<file path="src/rtl/serial_arith_pkg.sv">
// Shared types and sizing helpers for the bit-serial arithmetic units.
package serial_arith_pkg;

    typedef enum logic [1:0] {
        IDLE  = 2'b00,
        SHIFT = 2'b01,
        DONE  = 2'b10
    } state_t;

    localparam int DEFAULT_WIDTH = 8;

    // Bit counter width; never narrower than one bit.
    function automatic int cnt_width(input int width);
        return (width < 2) ? 1 : $clog2(width);
    endfunction

endpackage

</file>
<file path="src/rtl/full_adder.sv">
// Combinational one-bit full-adder cell used by the serial adder datapath.
module full_adder (
    input  logic X,
    input  logic Y,
    input  logic Cin,
    output logic S,
    output logic Cout
);

    assign S    = X ^ Y ^ Cin;
    assign Cout = (X & Y) | (X & Cin) | (Y & Cin);

endmodule

</file>
<file path="src/rtl/serial_adder_unit.sv">
// LSB-first bit-serial adder with start/busy/done handshake and registered result.
// Optional SERIAL_ADDER_SUB_EN adds a Mode input selecting Augend-Addend.
module serial_adder_unit
    import serial_arith_pkg::*;
#(
    parameter int WIDTH = DEFAULT_WIDTH
) (
    input  logic             CLK,
    input  logic             R,
    input  logic             St,
    input  logic [WIDTH-1:0] Augend,
    input  logic [WIDTH-1:0] Addend,
`ifdef SERIAL_ADDER_SUB_EN
    input  logic             Mode,
`endif
    output logic [WIDTH-1:0] Sum,
    output logic             Cout,
    output logic             Busy,
    output logic             Done
);

    localparam int CW = cnt_width(WIDTH);
    localparam logic [CW-1:0] CNT_LAST = CW'(WIDTH - 1);

    state_t           state_r;
    logic [WIDTH-1:0] acc_sr_r;
    logic [WIDTH-1:0] add_sr_r;
    logic             carry_r;
    logic [CW-1:0]    cnt_r;
    logic             y_s;
    logic             carry_init_s;
    logic             s_s;
    logic             cout_s;

`ifdef SERIAL_ADDER_SUB_EN
    logic             mode_r;

    // Subtraction feeds the inverted addend bit and starts with carry-in 1.
    assign y_s          = add_sr_r[0] ^ mode_r;
    assign carry_init_s = Mode;
`else
    assign y_s          = add_sr_r[0];
    assign carry_init_s = 1'b0;
`endif

    full_adder u_full_adder (
        .X    (acc_sr_r[0]),
        .Y    (y_s),
        .Cin  (carry_r),
        .S    (s_s),
        .Cout (cout_s)
    );

`ifdef SERIAL_ADDER_SUB_EN
    // Operation mode register, captured together with the operands.
    always_ff @(posedge CLK) begin
        if (R) begin
            mode_r <= 1'b0;
        end else if ((state_r == IDLE) && St) begin
            mode_r <= Mode;
        end else begin
            mode_r <= mode_r;
        end
    end
`endif

    // Control FSM, shift registers, carry flip-flop and registered outputs.
    always_ff @(posedge CLK) begin
        if (R) begin
            state_r  <= IDLE;
            acc_sr_r <= {WIDTH{1'b0}};
            add_sr_r <= {WIDTH{1'b0}};
            carry_r  <= 1'b0;
            cnt_r    <= {CW{1'b0}};
            Sum      <= {WIDTH{1'b0}};
            Cout     <= 1'b0;
            Busy     <= 1'b0;
            Done     <= 1'b0;
        end else begin
            case (state_r)
                IDLE: begin
                    Done <= 1'b0;
                    if (St) begin
                        acc_sr_r <= Augend;
                        add_sr_r <= Addend;
                        carry_r  <= carry_init_s;
                        cnt_r    <= {CW{1'b0}};
                        Busy     <= 1'b1;
                        state_r  <= SHIFT;
                    end else begin
                        Busy     <= 1'b0;
                        state_r  <= IDLE;
                    end
                end
                SHIFT: begin
                    acc_sr_r <= {s_s, acc_sr_r[WIDTH-1:1]};
                    add_sr_r <= {1'b0, add_sr_r[WIDTH-1:1]};
                    carry_r  <= cout_s;
                    cnt_r    <= cnt_r + CW'(1'b1);
                    // Last bit: the shifted accumulator is the complete sum.
                    if (cnt_r == CNT_LAST) begin
                        Sum     <= {s_s, acc_sr_r[WIDTH-1:1]};
                        Cout    <= cout_s;
                        Busy    <= 1'b0;
                        Done    <= 1'b1;
                        state_r <= DONE;
                    end else begin
                        Busy    <= 1'b1;
                        Done    <= 1'b0;
                        state_r <= SHIFT;
                    end
                end
                DONE: begin
                    Busy    <= 1'b0;
                    Done    <= 1'b0;
                    state_r <= IDLE;
                end
                default: begin
                    Busy    <= 1'b0;
                    Done    <= 1'b0;
                    state_r <= IDLE;
                end
            endcase
        end
    end

endmodule

</file>
<file path="config.mk">
export PLATFORM = sky130hd
export DESIGN_NAME = serial_adder_unit
export DESIGN_NICKNAME = d
export VERILOG_FILES = /design/src/rtl/serial_arith_pkg.sv /design/src/rtl/full_adder.sv /design/src/rtl/serial_adder_unit.sv
export SDC_FILE = /design/constraint.sdc
export NUM_CORES = 1
export LEC_CHECK = 0
export CORE_MARGIN = 10
export CORE_UTILIZATION = 53
export DETAILED_ROUTE_END_ITERATION = 16
export GPL_TIMING_DRIVEN = 0
export PLACE_DENSITY_LB_ADDON = 0.3
export SETUP_SLACK_MARGIN = 0.02
export SYNTH_ARGS = -nofsm -noshare
export SYNTH_HDL_FRONTEND = slang
export SYNTH_SLANG_ARGS = --single-unit
</file>
<file path="constraint.sdc">
create_clock -name CLK -period 3.4 [get_ports CLK]
set_clock_uncertainty 0.1 [all_clocks]
set_input_delay 0.34 -clock CLK [delete_from_list [all_inputs] [get_ports CLK]]
set_output_delay 0.34 -clock CLK [all_outputs]
set_load 0.02 [all_outputs]
</file>
[After elaboration in Yosys (flattened, before gate mapping)]
Cells that the tools add are included.
Cells by class
  multiply operators: 0
  bitwise gates (word level): 8
  $lt $le $gt $ge: 0
  reduce and logical (&&, ||, !) cells: 5
  equality and inequality tests: 3
  divide/modulo/power cells: 0
  shifts and indexed selects: 0
  add/sub/neg operators: 1
  mux-type cells: 15
Operators with widths (number)
  one-hot mux 8 bit (2 select lines): 2
  two-way mux 8 bit: 2
  one-hot mux 3 bit (2 select lines): 1
  two-way mux 1 bit: 5
  one-hot mux 1 bit (2 select lines): 2
  one-hot mux 2 bit (2 select lines): 1
  AND reduction 2 bit: 2
  adder 3 x 1 -> 3 bit, second input constant: 1
  AND 1 bit: 3
  equality test 3 bit, second input constant: 1
  two-way mux 3 bit: 1
  equality test 2 x 1 -> 1 bit, second input constant: 1
  zero test 2 bit: 1
  two-way mux 2 bit: 1
  != test 2 bit, second input constant: 1
  OR 1 bit: 2
  nonzero test 2 bit: 1
  OR reduction 2 bit: 1
  XOR 1 bit: 2
  NOT 1 bit: 1
Storage, ports and cells
  memory bits (read-only): 0
  input bits: 19
  output and inout port bits: 11
  RAM bits: 0
  memories: 0
  bits in latches: 0
  bits in registers: 33

[Logic depth before layout (Yosys ltp)]
Gate-level depths: netlist (run 1).
  word-level depth: 4
  mapped depth: 6
  depth with buffers taken out: 5

[Cells and area by module]
A second synthesis (run 1) with hierarchy kept.
Second synthesis, totals
  cell total of the unflattened synthesis: 139
  area total of the unflattened synthesis: 1330.0 um^2
Modules (own cells, without submodules)
  serial_adder_unit: cells each 138, area an instance 1310.0 um^2, sequential area each 640.6 um^2, instances 1
  full_adder: cells each 1, area an instance 20.0 um^2, sequential area each 0.0 um^2, instances 1

[Least setup slack after synthesis (run 1)]
OpenSTA, ideal clock, no wires.
  path type: reg-to-reg
  start point: reg cnt_r[0]
  end point: reg Cout
  data arrival time: 1.104 ns
  slack: 2.058 ns
  stages on the path, launching flop included: 7
  data required time: 3.162 ns
  cells stage by stage: dfxtp_1 > ha_1 > ha_1 > and3b_1 > buf_2 > nand2_1 > a21oi_1
Between the ends
  cells in the longest elaborated chain, start to end: 2
Ends and longest elaborated chain
  start: declaration: line serial_adder_unit.sv:29  | logic [CW-1:0] cnt_r;
  start signal: assignment: line serial_adder_unit.sv:74  | cnt_r <= {CW{1'b0}};
  start signal: assignment: line serial_adder_unit.sv:87  | cnt_r <= {CW{1'b0}};
  start signal: assignment: line serial_adder_unit.sv:99  | cnt_r <= cnt_r + CW'(1'b1);
  equality test 3 bit: line serial_adder_unit.sv:101  | if (cnt_r == CNT_LAST) begin
  AND reduction 2 bit (no source line)
  end signal: assignment: line serial_adder_unit.sv:103  | Cout <= cout_s;
  end: declaration: line serial_adder_unit.sv:17  | output logic Cout,
No other way between the ends.
A chain may end at the register's enable or synchronous reset.

==> results_dict.tcl, run 1 <==
set metrics [dict create \
    mostFrequentLayoutCells "dfxtp_1 (32), clkdlybuf4s50_1 (29), nor2_1 (22)" \
    min_path_cells 2 \
    cts_sinks 32 \
    cts_buffers 5 \
    r2r_cells 6 \
    ctsLongestPathBuffers 2 \
    reg2reg_to "Sum[0]" \
    relSlewSlack_pct 50.4 \
    finalWorstSetupSlack_ps 1560 \
    die-height_um 71.3 \
    crit_start "state_r[0]" \
    r2r_slack_ps 1910 \
    antenna_found_initial 0 \
    initial_utilization_pct 55.8 \
    post-dp-hpwl_mm 2.35 \
    synth_edf_count 0 \
    synth_top_family_by_area "compound AO/OA/AOI/OAI gates" \
    drt_iter0_markers 49 \
    final_common_cell "dfxtp_1" \
    gp_congestion 0.782 \
    path_buf_inv 1 \
    grt_first_pass_wirelength_mm 5.07 \
    p_leak_uw 0.000684 \
    yosys.cell_types.count 21 \
    dpl-instance-area_sq_mm 0.00172 \
    clkTransAtPathRegs_ps 90 \
    gr-usage-all-layers_pct 12.3 \
    crit_path_max_fanout 5 \
    firstDrtPassIters 3 \
    synth_mux_area_share_pct 12.2 \
    syn_area_sq_mm 0.00140 \
    postCtsSetupRepairBufs 0 \
    wire_per_inst_um 15.1 \
    crit_type "flop to output port" \
    worst_pin_slew_ps 744 \
    grt_pass1_vias 1164 \
    finish.instance_area_sq_mm 0.00179 \
    fin_crit_sh_pct 54.2 \
    drv_cap 0 \
    grt_max_degree 11 \
    synth_xor_area_share_pct 0 \
    synth_compound_area_share_pct 20.6 \
    cp.depth 1 \
    place_inst 197 \
    cts.repair.resized 0 \
    dieArea_sq_mm 0.00508 \
    fillCellCount 209 \
    ys_async_sr_fraction_pct 0 \
    rsz0062_at_grt "false" \
    synth_area_per_cell_sq_um 10.1 \
    grt_overflow_total 0 \
    fp.dieW_um 71.3 \
    yosys.area_share.simple_pct 13.5 \
    maxSlewViolCount 0 \
    finalHoldViolations 0 \
    min_to "Sum[1]" \
    seq_area_frac_synth_pct 45.9 \
    port_buffers 29 \
    crit_family "buffers and inverters" \
    syn_inst 138 \
    status "finished, final reports clean" \
    final_antenna_net_count 0 \
    syn_nets 160 \
    hold_path.class "flop to flop" \
    end_kind "output port" \
    drcViolationCount 0 \
    placementRows 18 \
    cp.required_ps 2960 \
    fin_crit_ps 1840 \
    worstHoldStart "Sum[1]" \
    finalSetupTns_ps 0 \
    max_stage_delay_ps 640 \
    p_per_area_mw_per_mm2 424 \
    pin_count 30 \
    critPathLaunchType "flop" \
    timing.rr.start "cnt_r[0]" \
    cp_cell_sequence "clkdlybuf4s50_1" \
    holdBufCountCts 0 \
    cp.arrival_ps 1400 \
    clk_latency_ps 340 \
    coreArea_sq_mm 0.00250 \
    place_ws_ps 1580 \
    critPathSlowestCell "clkdlybuf4s50_1" \
    synth_seq_cells 32 \
    post-route-util_pct 71.5 \
    vdd_drop_max_v 0.000481 \
    layout.cells.non_filler 204 \
    layout-drive-gt1-share_pct 17.8 \
    nets 196 \
    syn2layout_area_growth_pct 28.2 \
    synthAdderAreaFrac_pct 3.23 \
    vias_per_cell 5.38 \
    setup_viol_count_final 0 \
    max_freq_mhz 542 \
    cts_max_level 2 \
    synth_warnings 0 \
    drt-total-wl_mm 3.09 \
    cts_root_buf "clkbuf_4" \
    synth-main-ff-cell "dfxtp_1" \
    cts_tree "done" \
    n_antenna_cell 0 \
    dr_total_vias 1097 \
]
## registers in the layout, summed over array words and instances (netlist names)
| name | cells |
|---|---|
| cnt_r | 3 |
| Cout | 1 |
| Done | 1 |
| add_sr_r | 8 |
| Sum | 8 |
| state_r | 2 |
| carry_r | 1 |
| acc_sr_r | 8 |
## per-layer routing
metal,share of wire (%),vias to the layer above,track usage [%]
li1,-,553,-
met1,42,519,12.5
met2,50,19,21.7
met3,6.0,6,5.65
met4,1.4,0,4.52
met5,0,-,0
## kinds of logic after synthesis
group / Yosys count
simple gates: 45
flops: 32
compound gates: 30
mux: 17
buf+inv: 11
fa+ha+maj: 3
## synth_stat cells, drive strengths merged, types with 2 or more instances
master | count | area share, %
ha | 2 | 1.8
buf | 8 | 3.7
mux2i | 17 | 12
clkbuf | 2 | 0.54
a211oi | 15 | 13
nand2 | 18 | 4.8
nor2 | 22 | 5.9
dfxtp | 32 | 46
a22oi | 3 | 1.6
a21oi | 10 | 3.6
## metrics by stage
step,power (uW),hold slack (ps)
floorplan,486,305
CTS,763,361
global route,790,387
finish,758,359
detailed placement,526,348
global placement,522,344
## where the power goes
part           internal, uW  switching (uW)  leakage (uW)
Sequential              394            13.1      0.000262
Combinational          57.6            52.9      0.000384
Clock                   117             124     0.0000374
## area by class of cell
| cell class | count | area [sq um] | share of cell area [%] |
|---|---|---|---|
| Clock buffer | 7 | 65.1 | 3.64 |
| Buffer | 10 | 58.8 | 3.29 |
| Timing Repair Buffer | 29 | 290 | 16.2 |
| Sequential cell | 32 | 641 | 35.8 |
| Multi-Input combinational cell | 95 | 692 | 38.7 |
| Inverter | 1 | 3.75 | 0.210 |
| Tap cell | 30 | 37.5 | 2.10 |
## worst max-delay path by stage
stage	end	slack (ps)
floorplan	Cout	2060
global placement	add_sr_r[5]	1630
detailed placement	add_sr_r[1]	1580
CTS	Busy	1550
global route	Busy	1500
finish	Busy	1560
No activity file was read; power rests on OpenSTA's default activity.
==> inputs of run 2 (changes only) <==
CORE_UTILIZATION = 44   (was 53)
clock period = 1.5 ns   (was 3.4 ns; I/O delays follow)
==> results_dict.tcl, run 2 (same netlist as run 1, synthesis figures left out) <==
set metrics [dict create \
    status "finished, final reports clean" \
    cts_root_buf "clkbuf_4" \
    grt_use_met2_pct 17.2 \
    reg2reg_to "Sum[0]" \
    syn2layout_area_growth_pct 28.5 \
    vias_per_cell 4.93 \
    drcViolationCount 0 \
    max_stage_delay_ps 340 \
    grt_first_pass_wirelength_mm 5.18 \
    placementRows 20 \
    cts_tree "done" \
    clkTransAtPathRegs_ps 100 \
    p_int_uw 1250 \
    r2r_cells 6 \
    rsz0062_at_grt "false" \
    fin_crit_sh_pct 94.6 \
    grt_max_degree 11 \
    final_antenna_net_count 0 \
    swShare_pct 25.8 \
    holdBufCountCts 0 \
    combPwrFrac_pct 14.7 \
    drt_iter0_markers 74 \
    worstHoldStart "Sum[4]" \
    hold_path.class "flop to flop" \
    nets 196 \
    dieArea_sq_mm 0.00582 \
    mostFrequentLayoutCells "dfxtp_1 (30), nor2_1 (22), nand2_1 (18), clkdlybuf4s50_1 (18), mux2i_1 (17)" \
    crit_start "cnt_r[0]" \
    gp_congestion 0.774 \
    coreArea_sq_mm 0.00305 \
    final_common_cell "dfxtp_1" \
    min_path_cells 2 \
    clockPowerShare_pct 30.6 \
    end_kind "flop" \
    grt_util_met1_pct 11.6 \
    crit_type "flop to flop" \
    cp.required_ps 1600 \
    wire_per_inst_um 13.7 \
    pin_count 30 \
    switchingPower_uw 436 \
    grt_overflow_total 0 \
    reg.largest.list "Sum x8, acc_sr_r x8, add_sr_r x8" \
    setup_viol_count_final 0 \
    initial_utilization_pct 45.7 \
    crit_path_max_fanout 9 \
    post-dp-hpwl_mm 2.29 \
    max_freq_mhz 705 \
    drt-total-wl_mm 3.01 \
    cp.arrival_ps 1520 \
    n_antenna_cell 0 \
    clk_latency_ps 340 \
    port_buffers 29 \
    worst_pin_slew_ps 675 \
    crit_family "adder cells" \
    layout-drive-gt1-share_pct 18.9 \
    finalHoldViolations 0 \
    p_leak_uw 0.000728 \
    vdd_drop_max_v 0.000479 \
    fp.dieW_um 76.3 \
    relSlewSlack_pct 55.0 \
    hold_ws_ps 355 \
    firstDrtPassIters 4 \
    drv_cap 0 \
    critPathLaunchType "flop" \
    gr-usage-all-layers_pct 10.6 \
    die-height_um 76.3 \
    cts_buffers 5 \
    fin_crit_ps 1420 \
    grt_pass1_vias 1133 \
    timing.rr.start "cnt_r[0]" \
    cp.depth 6 \
    grt.busiest_layer "met2" \
    p_total_uw 1690 \
    p_per_area_mw_per_mm2 942 \
    ctsLongestPathBuffers 2 \
    maxSlewViolCount 0 \
    antenna_found_initial 0 \
    dr_total_vias 1079 \
    cp_cell_sequence "ha_1 > ha_2 > and3b_1 > buf_4 > nand2_1 > a21oi_1" \
    r2r_slack_ps 80 \
    path_buf_inv 1 \
    critPathSlowestCell "dfxtp_2" \
    cts_sinks 32 \
    cts_max_level 2 \
    crit_end "Sum[0]" \
    grtUsageMet3_pct 5.42 \
    pwr-share-seq_pct 54.7 \
]
==> run 2: cell types whose count changed in the layout (fill, tap and decap cells not counted) <==
| cell | change |
|---|---|
| clkbuf_8 | -1 |
| buf_4 | +1 |
| clkbuf_1 | +2 |
| buf_2 | -1 |
| ha_2 | +1 |
| dlygate4sd2_1 | +11 |
| dfxtp_2 | +2 |
| dfxtp_1 | -2 |
| clkdlybuf4s50_1 | -11 |
| ha_1 | -1 |
==> run 2: metrics by stage <==
stage               instances  area, sq um  utilization [%]  setup TNS, ps  setup slack [ps]
CTS                       219         1790             58.5              0              43.3
detailed placement        211         1740             57.0          -1140              -114
global placement          211         1740             57.0           -741             -77.1
finish                    219         1790             58.7              0              80.7
global route              219         1790             58.7              0              11.1
floorplan                 138         1400                -              0               158
==> run 2: timing repair <==
item | in CTS | in global routing
setup endpoints to repair | 11 | 9
gates resized for setup | 11 | 5
buffers inserted | 0 | 0
==> run 2: worst min-delay path by stage <==
stage / endpoint / slack, ps
floorplan: acc_sr_r[7] / 110
global placement: Sum[2] / 340
detailed placement: Sum[4] / 350
CTS: Sum[4] / 360
global route: Cout / 380
finish: Sum[4] / 350
==> run 2: cell type report <==
type                       count  area [sq um]
buffer                        10          61.3
clock buffer                   8          58.8
sequential                    32           643
multi-input combinational     95           694
inverter                       1          3.75
fill                         303          1260
timing repair buffer          29           277
tap                           44          55.1
==> run 2: worst reg2reg max path, delay by kind of cell, from the launching register on <==
family          cells  cell delay, ps
buf+inv             1             150
simple gates        2             240
fa+ha+maj           2             390
flops               1             340
compound gates      1              60
==> run 2: layer usage <==
metal,vias up,routed length [um]
met5,-,0
met4,0,44
met3,6,216
met2,24,1420
met1,498,1330
li1,551,-
==> run 2: power by group through the flow <==
stage	logic (uW)	clock network [uW]	registers, uW
after floorplan	166	0	936
after global placement	245	0	942
after detailed placement	251	0	943
after CTS	251	529	923
after global routing	272	561	930
final	248	517	924
